`config.mk`:
```
export PLATFORM = sky130hd
export DESIGN_NAME = ahb_reg_slave_flat
export DESIGN_NICKNAME = d
export VERILOG_FILES = /design/src/rtl/ahb_reg_slave_if.sv /design/src/rtl/ahb_reg_slave.sv /design/src/flat_wrapper.sv
export SDC_FILE = /design/constraint.sdc
export NUM_CORES = 1
export LEC_CHECK = 0
export ABC_AREA = 1
export BUFFER_PORTS_ARGS = -buffer_cell sky130_fd_sc_hd__buf_2
export CAP_MARGIN = 20
export CORE_ASPECT_RATIO = 1.4
export CORE_MARGIN = 2
export CORE_UTILIZATION = 30
export CTS_BUF_LIST = sky130_fd_sc_hd__clkbuf_16
export CTS_CLUSTER_SIZE = 12
export DETAILED_ROUTE_END_ITERATION = 10
export PLACE_DENSITY_LB_ADDON = 0.3
export SYNTH_ARGS = -nofsm -noshare
export SYNTH_HDL_FRONTEND = slang
export SYNTH_SLANG_ARGS = --single-unit
```
`constraint.sdc`:
```
create_clock -name hclk -period 3.9 [get_ports hclk]
set_clock_uncertainty 0.15 [all_clocks]
set_input_delay 0.195 -clock hclk [delete_from_list [all_inputs] [get_ports hclk]]
set_output_delay 0.195 -clock hclk [all_outputs]
set_load 0.05 [all_outputs]
```
`src/rtl/ahb_reg_slave_if.sv`:
```
// AHB-Lite slave-side bus bundle for the register block.
// Master drives the address/control/write-data signals; slave returns data and response.
interface ahb_reg_slave_if #(
    parameter int ADDR_WIDTH = 8,
    parameter int DATA_WIDTH = 32
);
    logic                  hsel_x;
    logic [ADDR_WIDTH-1:0] haddr;
    logic [1:0]            htrans;
    logic                  hwrite;
    logic [2:0]            hsize;
    logic [DATA_WIDTH-1:0] hwdata;
    logic                  hready_in;
    logic [DATA_WIDTH-1:0] hrdata;
    logic                  hreadyout;
    logic                  hresp;

    modport master (
        output hsel_x, haddr, htrans, hwrite, hsize, hwdata, hready_in,
        input  hrdata, hreadyout, hresp
    );

    modport slave (
        input  hsel_x, haddr, htrans, hwrite, hsize, hwdata, hready_in,
        output hrdata, hreadyout, hresp
    );
endinterface

```
`src/rtl/ahb_reg_slave.sv`:
```
// AHB-Lite register bank: RW registers with byte-lane writes, RO registers mirrored from reg_d.
// Latency: zero-wait OKAY; errors give the two-cycle ERROR response (one wait state).
// Backpressure: hreadyout drops only in the first ERROR cycle; address phases seen then are dropped.
module ahb_reg_slave #(
    parameter int                  ADDR_WIDTH = 8,
    parameter int                  DATA_WIDTH = 32,
    parameter int                  NUM_REGS   = 4,
    parameter logic [NUM_REGS-1:0] RO_MASK    = NUM_REGS'('b0001)
) (
    input  logic                           hclk,
    input  logic                           hresetn,
    ahb_reg_slave_if.slave                 bus,
    input  logic [NUM_REGS*DATA_WIDTH-1:0] reg_d,
    output logic [NUM_REGS*DATA_WIDTH-1:0] reg_q,
    output logic [NUM_REGS-1:0]            wr_pulse
);
    localparam int BW = DATA_WIDTH / 8;
    localparam int OW = $clog2(BW);
    localparam int IW = (NUM_REGS > 1) ? $clog2(NUM_REGS) : 1;

    typedef enum logic [1:0] {
        ST_OKAY = 2'd0,
        ST_ERR1 = 2'd1,
        ST_ERR2 = 2'd2
    } state_t;

    state_t                state;
    logic [DATA_WIDTH-1:0] regs [NUM_REGS];

    // Pending data phase of the last accepted, error-free transfer
    logic                  dp_wr;
    logic                  dp_rd;
    logic [IW-1:0]         dp_idx;
    logic [2:0]            dp_off;
    logic [2:0]            dp_size;

    logic [ADDR_WIDTH-1:0] a_idx;
    logic [2:0]            a_off;
    logic                  idx_ok;
    logic                  size_ok;
    logic                  align_ok;
    logic                  ro_hit;
    logic                  a_err;
    logic                  capture;
    logic [DATA_WIDTH-1:0] rd_dat;

    assign a_idx    = bus.haddr >> OW;
    assign a_off    = 3'(bus.haddr & ADDR_WIDTH'(BW - 1));
    assign idx_ok   = (32'(a_idx) < NUM_REGS);
    assign size_ok  = (bus.hsize <= 3'(OW));
    assign align_ok = ((a_off & ((3'd1 << bus.hsize) - 3'd1)) == 3'd0);
    assign ro_hit   = idx_ok && RO_MASK[a_idx[IW-1:0]];
    assign a_err    = !idx_ok || !size_ok || !align_ok || (bus.hwrite && ro_hit);
    assign capture  = bus.hsel_x && bus.hready_in && bus.htrans[1] && (state != ST_ERR1);

    assign bus.hreadyout = (state != ST_ERR1);
    assign bus.hresp     = (state != ST_OKAY);

    always_comb begin
        rd_dat = '0;
        if (dp_rd) begin
            rd_dat = RO_MASK[dp_idx] ? reg_d[dp_idx*DATA_WIDTH +: DATA_WIDTH] : regs[dp_idx];
        end
    end
    assign bus.hrdata = rd_dat;

    for (genvar i = 0; i < NUM_REGS; i++) begin : g_q
        assign reg_q[i*DATA_WIDTH +: DATA_WIDTH] = regs[i];
    end

    always_ff @(posedge hclk or negedge hresetn) begin
        if (!hresetn) begin
            state    <= ST_OKAY;
            dp_wr    <= 1'b0;
            dp_rd    <= 1'b0;
            dp_idx   <= '0;
            dp_off   <= '0;
            dp_size  <= '0;
            wr_pulse <= '0;
            for (int r = 0; r < NUM_REGS; r++) begin
                regs[r] <= '0;
            end
        end else begin
            // Commit the write data phase ending at this edge; only addressed lanes change
            for (int r = 0; r < NUM_REGS; r++) begin
                for (int b = 0; b < BW; b++) begin
                    if (dp_wr && (dp_idx == IW'(r)) && (b >= int'(dp_off)) &&
                        (b < int'(dp_off) + (1 << dp_size))) begin
                        regs[r][8*b +: 8] <= bus.hwdata[8*b +: 8];
                    end
                end
            end
            wr_pulse <= dp_wr ? (NUM_REGS'(1) << dp_idx) : '0;

            dp_wr <= 1'b0;
            dp_rd <= 1'b0;
            case (state)
                ST_ERR1: state <= ST_ERR2;
                default: begin
                    state <= ST_OKAY;
                    if (capture) begin
                        if (a_err) begin
                            state <= ST_ERR1;
                        end else begin
                            dp_wr   <= bus.hwrite;
                            dp_rd   <= !bus.hwrite;
                            dp_idx  <= a_idx[IW-1:0];
                            dp_off  <= a_off;
                            dp_size <= bus.hsize;
                        end
                    end
                end
            endcase
        end
    end
endmodule

```
`src/flat_wrapper.sv`:
```
// flat-port wrapper written by rule: the top's interface ports become plain ports
module ahb_reg_slave_flat 
#(
    parameter int                  ADDR_WIDTH = 8,
    parameter int                  DATA_WIDTH = 32,
    parameter int                  NUM_REGS   = 4,
    parameter logic [NUM_REGS-1:0] RO_MASK    = NUM_REGS'('b0001)
)
  (hclk, hresetn, reg_d, reg_q, wr_pulse, bus_hsel_x, bus_haddr, bus_htrans, bus_hwrite, bus_hsize, bus_hwdata, bus_hready_in, bus_hrdata, bus_hreadyout, bus_hresp);
  ahb_reg_slave_if #(.ADDR_WIDTH(ADDR_WIDTH), .DATA_WIDTH(DATA_WIDTH)) bus_i ();
  input  logic hclk;
  input  logic hresetn;
  input  logic [NUM_REGS*DATA_WIDTH-1:0] reg_d;
  output logic [NUM_REGS*DATA_WIDTH-1:0] reg_q;
  output logic [NUM_REGS-1:0] wr_pulse;
  input wire logic [$bits(bus_i.hsel_x)-1:0] bus_hsel_x;
  input wire logic [$bits(bus_i.haddr)-1:0] bus_haddr;
  input wire logic [$bits(bus_i.htrans)-1:0] bus_htrans;
  input wire logic [$bits(bus_i.hwrite)-1:0] bus_hwrite;
  input wire logic [$bits(bus_i.hsize)-1:0] bus_hsize;
  input wire logic [$bits(bus_i.hwdata)-1:0] bus_hwdata;
  input wire logic [$bits(bus_i.hready_in)-1:0] bus_hready_in;
  output wire logic [$bits(bus_i.hrdata)-1:0] bus_hrdata;
  output wire logic [$bits(bus_i.hreadyout)-1:0] bus_hreadyout;
  output wire logic [$bits(bus_i.hresp)-1:0] bus_hresp;
  assign bus_i.hsel_x = bus_hsel_x;
  assign bus_i.haddr = bus_haddr;
  assign bus_i.htrans = bus_htrans;
  assign bus_i.hwrite = bus_hwrite;
  assign bus_i.hsize = bus_hsize;
  assign bus_i.hwdata = bus_hwdata;
  assign bus_i.hready_in = bus_hready_in;
  assign bus_hrdata = bus_i.hrdata;
  assign bus_hreadyout = bus_i.hreadyout;
  assign bus_hresp = bus_i.hresp;
  ahb_reg_slave #(.ADDR_WIDTH(ADDR_WIDTH), .DATA_WIDTH(DATA_WIDTH), .NUM_REGS(NUM_REGS), .RO_MASK(RO_MASK)) u_core (.hclk(hclk), .hresetn(hresetn), .bus(bus_i), .reg_d(reg_d), .reg_q(reg_q), .wr_pulse(wr_pulse));
endmodule
```
# Word level (Yosys, flattened, before mapping)
# Cells that the tools add are included.
op_classes:
  n_bitwise: 4
  addsub: 2
  reduce_logical: 52
  mux: 19
  n_eq_ne: 5
  shift: 4
  n_lt_le_gt_ge: 13
op_table:
  columns: ["cell", "count"]
  rows:
  - ["$mux W32", 4]
  - ["$shiftx A128 B8 Y32", 1]
  - ["$bmux W32 S2", 1]
  - ["$lt A3 B32 Y1 const A", 2]
  - ["$logic_and A1 B1 Y1", 41]
  - ["$add A3 B32 Y32", 1]
  - ["$lt A1 B32 Y1 const A", 1]
  - ["$lt A2 B32 Y1 const A", 1]
  - ["$shl A1 B3 Y32 const A", 1]
  - ["$mux W1", 9]
  - ["$lt A2 B3 Y1 const B", 2]
  - ["$lt A6 B3 Y1 const B", 1]
  - ["$bmux W1 S2", 2]
  - ["$eq A2 B1 Y1 const B", 2]
  - ["$eq A2 B2 Y1 const B", 2]
  - ["$ge A1 B2 Y1 const A", 2]
  - ["$ge A2 B2 Y1 const A", 2]
  - ["$logic_not A1 Y1", 4]
  - ["$mux W2", 2]
  - ["$mux W4", 1]
  - ["$shl A1 B2 Y4 const A", 1]
  - ["$and A2 B3 Y3", 1]
  - ["$ge A3 B3 Y1 const B", 1]
  - ["$le A3 B2 Y1 const B", 1]
  - ["other kinds (10)", 13]
totals:
  ff_bits: 143
  out_inout_bits: 166

# Longest topological paths before layout
# Gate-level depths: netlist of the first run.
logic_depth:
  word_depth: 10
  depth_mapped: 11
  ltp_nobuf: 10

# Least setup slack after synthesis of the first run
# No wires, ideal clock.
synth_path:
  path_type: "flip-flop to flip-flop"
  from: "register u_core.dp_size[1]"
  to: "register u_core.regs (netlist bit u_core.reg_q[100])"
  slack_ps: 1537
  t_arrival_ps: 2093
  required_time_ps: 3631
  path_stages_with_launch: 10
  setup_time_ps: 119
  period_less_slack_ps: 2363
  path_cell_list: "dfrtp_1 nor3_1 ha_1 inv_1 fa_1 a21oi_2 nand3_4 buf_2 nand3_1 nand2_1"
synth_via:
  elab_chain_len: 4
synth_rtl:
  columns: ["item", "line", "text"]
  rows:
  - ["start: declaration", "ahb_reg_slave.sv:35", "logic [2:0] dp_size;"]
  - ["start signal: assignment", "ahb_reg_slave.sv:109", "dp_size <= bus.hsize;"]
  - ["$shl A1 B3 Y32", "ahb_reg_slave.sv:88", "(b < int'(dp_off) + (1 << dp_size))) begin"]
  - ["$add A3 B32 Y32", "ahb_reg_slave.sv:88", null]
  - ["$lt A1 B32 Y1", "ahb_reg_slave.sv:88", null]
  - ["$logic_and A1 B1 Y1", "ahb_reg_slave.sv:87", "if (dp_wr && (dp_idx == IW'(r)) && (b >= int'(dp_off)) &&"]
  - ["end signal: indexed assignment", "ahb_reg_slave.sv:89", "regs[r][8*b +: 8] <= bus.hwdata[8*b +: 8];"]
  - ["end: declaration", "ahb_reg_slave.sv:28", "logic [DATA_WIDTH-1:0] regs [NUM_REGS];"]
# No other way between the ends.
# A chain may end at the register's enable or synchronous reset.

# Worst setup path in the final report of the first run
layout_path:
  from: "register u_core.dp_idx[0]"
  to: "output port bus_hrdata[15]"
layout_via:
  elab_chain_len: 6
  elab_cells_between_ends: 9
  cone_classes: "1 x shift; 7 x mux; 1 x bitwise"
layout_rtl:
  columns: ["item", "line", "text"]
  rows:
  - ["start: declaration", "ahb_reg_slave.sv:33", "logic [IW-1:0] dp_idx;"]
  - ["start signal: assignment", "ahb_reg_slave.sv:107", "dp_idx <= a_idx[IW-1:0];"]
  - ["branches (longest 4 deep; another with $shiftx A128 B8 Y32)", null, null]
  - ["$mux W32 (*)", "ahb_reg_slave.sv:62", "rd_dat = RO_MASK[dp_idx] ? reg_d[dp_idx*DATA_WIDTH +: DATA_WIDTH] : regs[dp_idx];"]
  - ["$mux W32 (*)", "ahb_reg_slave.sv:61", "if (dp_rd) begin"]
  - ["end: declaration", "flat_wrapper.sv:23", "output wire logic [$bits(bus_i.hrdata)-1:0] bus_hrdata;"]
# Mark *: on every way between the ends. The select of a mux whose other input is x is not followed.

==> out/qor.yml, run 1 <==
drt:
  drc: 0
  wl_um: 24150
  drt-initial-drc-count: 554
  vias_per_cell: 4.746
  wl_per_cell_um: 17.15
  first_pass_iters: 4
  drtAntennaViolNets: 0
  vias: 6682
placement:
  dp_slack_ps: 1006
  dp.cells: 1336
  dpl_cell_area_um2: 8354
  gp_congestion: 0.8060
  detailed_place_hpwl_um: 16910
  place.port_buffers: 246
clock_tree:
  cts_tree: "built"
  cts.clk_slew.worst_paths_ps: 70
  clock_latency_ps: 430
  cts_setup_buffers: 0
  numCtsBuffers: 17
  clock_path_buffers: 2
  htree_num_levels: 4
  ctsResizeCount: 0
  cts-hold-fix-buffers: 40
  cts.sink_count: 143
  ctsRootBufferMaster: "clkbuf_16"
pwr:
  clkPwrFrac_pct: 50.0
  total_power_mw: 3.587
  p_leak_nw: 4.501
  p_int_mw: 2.715
  seq_power_share_pct: 41.8
  power.density_nw_per_um2: 381.7
  p_sw_mw: 0.8723
  ir_drop_v: 0.0002906
  pwr-share-comb_pct: 8.2
  switching_share_pct: 24.32
die:
  initial_core_util_pct: 30.49
  dieArea_um2: 24140
  coreArea_um2: 22530
  row_count: 65
  die_w_um: 131.9
  io_pins: 344
  die_h_um: 183.0
synthesis:
  synthCells: 815
  synth_area_um2: 6868
  synth-edff-count: 0
  ys.warnings.count: 0
  ys_seq_area_share_pct: 52.10
  syn_nets: 996
  synthFlopType: "dfrtp_1"
  async_flop_share_pct: 100.0
  synth_seq_cells: 143
  ys_types: 31
  synth.avg_cell_area_um2: 8.427
layout:
  layout_commonest_cell: "nand2_1"
  fin_util_pct: 41.72
  most-common-layout-cells: "nand2_1, buf_2, dfrtp_1"
  finalNonFillerCells: 1408
  drive_gt1_share_pct: 31.62
  nNetsFinal: 1275
  area_growth_pct: 36.86
  stdcell_area_um2: 9399
  diodes: 0
critical_path:
  critPathMaxStageDelay_ps: 540
  crit_type: "register to output pin"
  reg2reg_from: "u_core.dp_size[1]"
  cp_data_arrival_time_ps: 2700
  crit_path_end_kind: "output pin"
  path_cells: "inv_2 > nor2_4 > buf_4 > nand2_1 > nand3_1 > o211ai_1 > inv_1 > buf_2"
  startpoint: "u_core.dp_idx[0]"
  start_kind: "register"
  critical-path-slowest-cell: "nor2_4"
  critPathMaxFanout: 31
  cp.required_ps: 3560
sta:
  hold_ws_ps: 36.35
  finalCriticalPeriod_ps: 3047
  drv_slew: 0
  setup_violations: 0
  max_freq_ghz: 0.3282
  period_share_pct: 78.12
  rsz0062_at_grt: "no"
  setup_tns_ps: 0
  hold_violations: 0
  maxSlewHeadroom_pct: 53.37
  worst_pin_slew_ps: 699.4
  setup_slack_ps: 853.3
min_path:
  hold_start: "bus_hready_in"
  hp-class: "input port to register"
global_route:
  grt_pass1_wl_um: 38430
  first_global_vias: 6737
  grt_overflow: 0
  track_usage_pct: 20.56
  antenna_found_initial: 0
  grt_max_degree: 75
outcome:
  outcome: "finished clean"
job:
  cap_viol_max_count: 0
==> metal layers <==
layer  share of wire (%)  global-route usage [%]  routed length, um  up-vias
li1                    -                       -                  -     3261
met1                  46                   27.82              11060     3147
met2                  46                   32.21              11190      238
met3                 5.3                   4.367               1291       36
met4                 2.5                   8.087                615        0
met5                   0                       0                  0        -
==> registers in the layout, indices dropped and copies added (netlist names) <==
| name | cells |
|---|---|
| u_core.dp_idx | 2 |
| u_core.wr_pulse | 4 |
| u_core.dp_size | 3 |
| u_core.dp_off | 2 |
| u_core.dp_wr | 1 |
| u_core.reg_q | 128 |
| u_core.state | 2 |
| u_core.dp_rd | 1 |
==> synth_stat cells (3+ instances only) <==
master / n / area, um^2
nand2_1: 316 / 1186
dfrtp_1: 143 / 3578
nand3_1: 107 / 535.5
o21ai_0: 56 / 280.3
inv_1: 32 / 120.1
o21ai_2: 17 / 148.9
a31oi_1: 15 / 93.84
nand2_2: 15 / 93.84
clkbuf_1: 13 / 48.80
buf_2: 10 / 50.05
nor2_4: 10 / 112.6
nor2_1: 9 / 33.78
o211ai_1: 9 / 67.56
a41oi_1: 8 / 70.07
nand2_4: 7 / 78.83
o21ai_1: 7 / 35.03
buf_6: 6 / 67.56
inv_2: 6 / 22.52
nand4_1: 6 / 37.54
nor2_2: 4 / 25.02
nor3_1: 4 / 20.02
nand3_4: 3 / 52.55
==> final timing paths <==
path,to,slack [ps],cells past startpoint
max,bus_hrdata[15],850,8
min,u_core.state[0],40,5
max reg2reg,u_core.reg_q[50],1000,9
min reg2reg,u_core.state[1],290,1
max in group asynchronous,u_core.reg_q[118],2560,3
min in group asynchronous,u_core.reg_q[8],190,2
==> logic make-up (layout without fill, tap and decap cells) <==
| group | count (synthesis) | count (layout) | share of synthesized area (%) |
|---|---|---|---|
| AND/OR/NAND/NOR | 485 | 485 | 32.10 |
| flip-flops | 143 | 143 | 52.10 |
| buffers and inverters | 70 | 362 | 4.773 |
| AO/OA/AOI/OAI | 114 | 114 | 10.37 |
| adder cells (fa/ha/maj) | 3 | 3 | 0.6558 |
==> layout make-up <==
class / instances / area (um^2)
inverters: 38 / 142.6
fillers: 2299 / 13130
well taps: 301 / 376.6
repair buffers: 292 / 1695
flip-flops and latches: 143 / 3578
clock buffers: 17 / 425.4
multi-input cells: 602 / 2962
clock inverters: 15 / 219.0
==> power by group through the flow <==
| stage | clock network [mW] | registers, mW | logic (mW) |
|---|---|---|---|
| final | 1.80 | 1.50 | 0.292 |
| after global routing | 1.90 | 1.50 | 0.324 |
| after CTS | 1.83 | 1.50 | 0.297 |
| after detailed placement | 0 | 1.53 | 0.266 |
| after global placement | 0 | 1.53 | 0.264 |
| after floorplan | 0 | 1.54 | 0.131 |
==> worst max-delay path, delay by kind of cell, from the launching register on <==
kind                   cells  cell delay [ps]
flip-flops                 1              460
AO/OA/AOI/OAI              1               80
AND/OR/NAND/NOR            3              700
buffers and inverters      4             1020
Note: power is estimated with default switching activity, not from simulation.
==> run 2, diff against run 1 <==
--- a/config.mk
+++ b/config.mk
@@ -5,7 +5,7 @@
 export SDC_FILE = /design/constraint.sdc
 export NUM_CORES = 1
 export LEC_CHECK = 0
-export ABC_AREA = 1
+export ABC_AREA = 0
 export BUFFER_PORTS_ARGS = -buffer_cell sky130_fd_sc_hd__buf_2
 export CAP_MARGIN = 20
 export CORE_ASPECT_RATIO = 1.4
==> constraint.sdc (replaced) <==
create_clock -name hclk -period 3.01 [get_ports hclk]
set_clock_uncertainty 0.15 [all_clocks]
set_input_delay 0.1505 -clock hclk [delete_from_list [all_inputs] [get_ports hclk]]
set_output_delay 0.1505 -clock hclk [all_outputs]
set_load 0.05 [all_outputs]
==> out/qor.yml, run 2 <==
outcome:
  outcome: "finished clean"
critical_path:
  cp_data_arrival_time_ps: 3080  # +380 ps
  r2r_end: "u_core.reg_q[31]"
  ff2ff_setup_slack_ps: 70  # -930 ps
  cp.required_ps: 3150  # -410 ps
  path_cells: "nor3_2 > ha_2 > inv_1 > fa_2 > nor4b_4 > a21boi_4 > buf_4 > o21ai_2 > buf_4 > mux2_2"
  path_common_cell: "buf_4"
  reg2reg_from: "u_core.dp_size[0]"
  r2r_cells: 10  # +1
  crit_path_end_kind: "register"
  critical-path-slowest-cell: "dfrtp_1"
  start_kind: "register"
  critPathMaxStageDelay_ps: 390  # -150 ps
  critPathMaxFanout: 8  # -74%
  crit_type: "register to register"
synthesis:
  synthFlopType: "dfrtp_1"
  synth.avg_cell_area_um2: 15.84  # +88%
  synth_area_um2: 6730  # -2.0%
  ys.warnings.count: 0  # unchanged
  synth_seq_cells: 143  # unchanged
  synthMostInstantiatedCell: "dfrtp_1"
  syn_nets: 606  # -39%
  synth-edff-count: 0  # unchanged
  ys_seq_area_share_pct: 53.17  # +1.1 points
  ys_types: 36  # +16%
  ys_top_cells_by_count: "dfrtp_1, mux2_2, and2_1"
  synthCells: 425  # -48%
  synth_area_leaders: "dfrtp_1, mux2_2, mux4_2"
  netlist.area_leader.share_pct: 53.17  # +1.1 points
  yosysTopAreaCell: "dfrtp_1"
  async_flop_share_pct: 100.0  # unchanged
drt:
  vias: 4918  # -26%
  drc: 0  # unchanged
  first_pass_iters: 4  # unchanged
  wl_um: 19230  # -20%
  wl_per_cell_um: 18.34  # +6.9%
  vias_per_cell: 4.688  # -1.2%
  drt-initial-drc-count: 153  # -72%
  drtAntennaViolNets: 0  # unchanged
global_route:
  first_global_vias: 5216  # -23%
  grt_pass1_wl_um: 29550  # -23%
  grt_max_degree: 78  # +4.0%
  antenna_found_initial: 0  # unchanged
  track_usage_pct: 16.37  # -4.2 points
  grt_overflow: 0  # unchanged
layout:
  most-common-layout-cells: "buf_2, dfrtp_1, mux2_2"
  area_growth_pct: 40.94
  layout_commonest_cell: "buf_2"
  nNetsFinal: 920  # -28%
  largest_reg_flops: 128  # unchanged
  diodes: 0  # unchanged
  drive_gt1_share_pct: 65.69  # +34 points
clock_tree:
  cts.sink_count: 143  # unchanged
  numCtsBuffers: 17  # unchanged
  cts.clk_slew.worst_paths_ps: 70  # about the same
  ctsRootBufferMaster: "clkbuf_16"
  clock_path_buffers: 2  # unchanged
  cts_tree: "built"
  clock_latency_ps: 410  # -20 ps
  htree_num_levels: 4  # unchanged
die:
  dieArea_um2: 23660  # -2.0%
  io_pins: 344  # unchanged
  die_w_um: 130.6  # -0.98%
  initial_core_util_pct: 30.67  # +0.19 points
  coreArea_um2: 21940  # -2.6%
  die_h_um: 181.2  # -0.99%
  row_count: 64  # -1.5%
pwr:
  ir_drop_v: 0.0003555  # +22%
  power.density_nw_per_um2: 490.6  # +29%
  p_leak_nw: 4.675  # +3.9%
sta:
  setup_slack_ps: 72.13  # -781.2 ps
  hold_violations: 0  # unchanged
  maxSlewHeadroom_pct: 50.91  # -2.5 points
  hold_ws_ps: 155.9  # +119.5 ps
  drv_slew: 0  # unchanged
  period_share_pct: 97.60
  setup_violations: 0  # unchanged
  finalCriticalPeriod_ps: 2938
  setup_tns_ps: 0  # unchanged
  worst_pin_slew_ps: 736.4  # +37.00 ps
  max_freq_ghz: 0.3404
placement:
  place.port_buffers: 246  # unchanged
  gp_congestion: 0.7850  # -2.6%
  dp_slack_ps: -6.794  # -1013 ps
  detailed_place_hpwl_um: 13790  # -18%
job:
  cap_viol_max_count: 0  # unchanged
min_path:
  hp-class: "input port to asynchronous set/reset pin"
==> run 2: cells by family (layout without fill, tap and decap cells) <==
| logic type | Yosys count | count (layout) | synth area share [%] |
|---|---|---|---|
| AND/OR/NAND/NOR | 68 | 68 | 6.247 |
| AO/OA/AOI/OAI | 19 | 19 | 2.937 |
| adder cells (fa/ha/maj) | 3 | 3 | 0.6692 |
| multiplexers | 166 | 166 | 34.91 |
| buffers and inverters | 26 | 353 | 2.063 |
| flip-flops | 143 | 143 | 53.17 |
==> run 2: area by class of cell <==
cell class / instances / area, um^2
fill: 2099 / 12460
sequential: 143 / 3581
clock buffer: 17 / 425.4
inverter: 6 / 22.52
tap: 297 / 371.6
clock inverter: 15 / 161.4
timing repair buffer: 315 / 1881
multi-input combinational: 256 / 3043
==> run 2: timing repair <==
action                                  4_1_cts  5_1_grt
pin swaps                                     0        2
hold buffers                                 45        0
hold endpoints to repair                    213        0
gates cloned                                  0        0
gates resized for setup                       1        8
endpoints found under the setup margin        8      114
setup buffers                                 0        0
==> run 2: worst max-delay path, delay by kind of cell, from the launching register on <==
kind                       cells  cell delay (ps)
AOI/OAI and AO/OA              2              240
and+or+nand+nor                2              580
adders and majority gates      2              620
muxes                          1              360
DFF                            1              390
buffers and inverters          3              470
==> run 2: per-stage QoR <==
stage,cell area (um^2),total power [mW],utilization [%],std cells
finish,9485,4.654,43.23,1049
global route,9485,4.854,43.23,1049
CTS,9457,4.726,43.10,1049
detailed placement,8418,2.558,38.37,972
global placement,8418,2.543,38.37,972
floorplan,6730,2.354,-,425
==> run 2: worst max-delay path by stage <==
| stage | start | endpoint | slack (ps) | cells after the start |
|---|---|---|---|---|
| after floorplan | u_core.dp_size[2] | u_core.reg_q[0] | 110 | 10 |
| after global placement | u_core.dp_size[0] | u_core.reg_q[71] | 40 | 8 |
| after detailed placement | u_core.dp_size[0] | u_core.reg_q[69] | -7 | 8 |
| after CTS | u_core.dp_size[0] | u_core.reg_q[1] | 4 | 8 |
| after global routing | u_core.dp_size[0] | u_core.reg_q[31] | -20 | 10 |
| final | u_core.dp_size[0] | u_core.reg_q[31] | 70 | 10 |
==> run 2: power by group <==
group | internal, mW | total (mW) | leakage [nW] | switching [mW]
Combinational | 0.217 | 0.552 | 2.54 | 0.335
Sequential | 1.97 | 2.01 | 1.84 | 0.0411
Clock | 1.23 | 2.09 | 0.287 | 0.858
==> run 2: routing by layer <==
layer,share of wire [%],vias up,GRT usage (%)
li1,-,2202,-
met1,43,2508,21.02
met2,50,189,27.40
met3,5.2,19,3.050
met4,1.5,0,5.872
met5,0,-,0
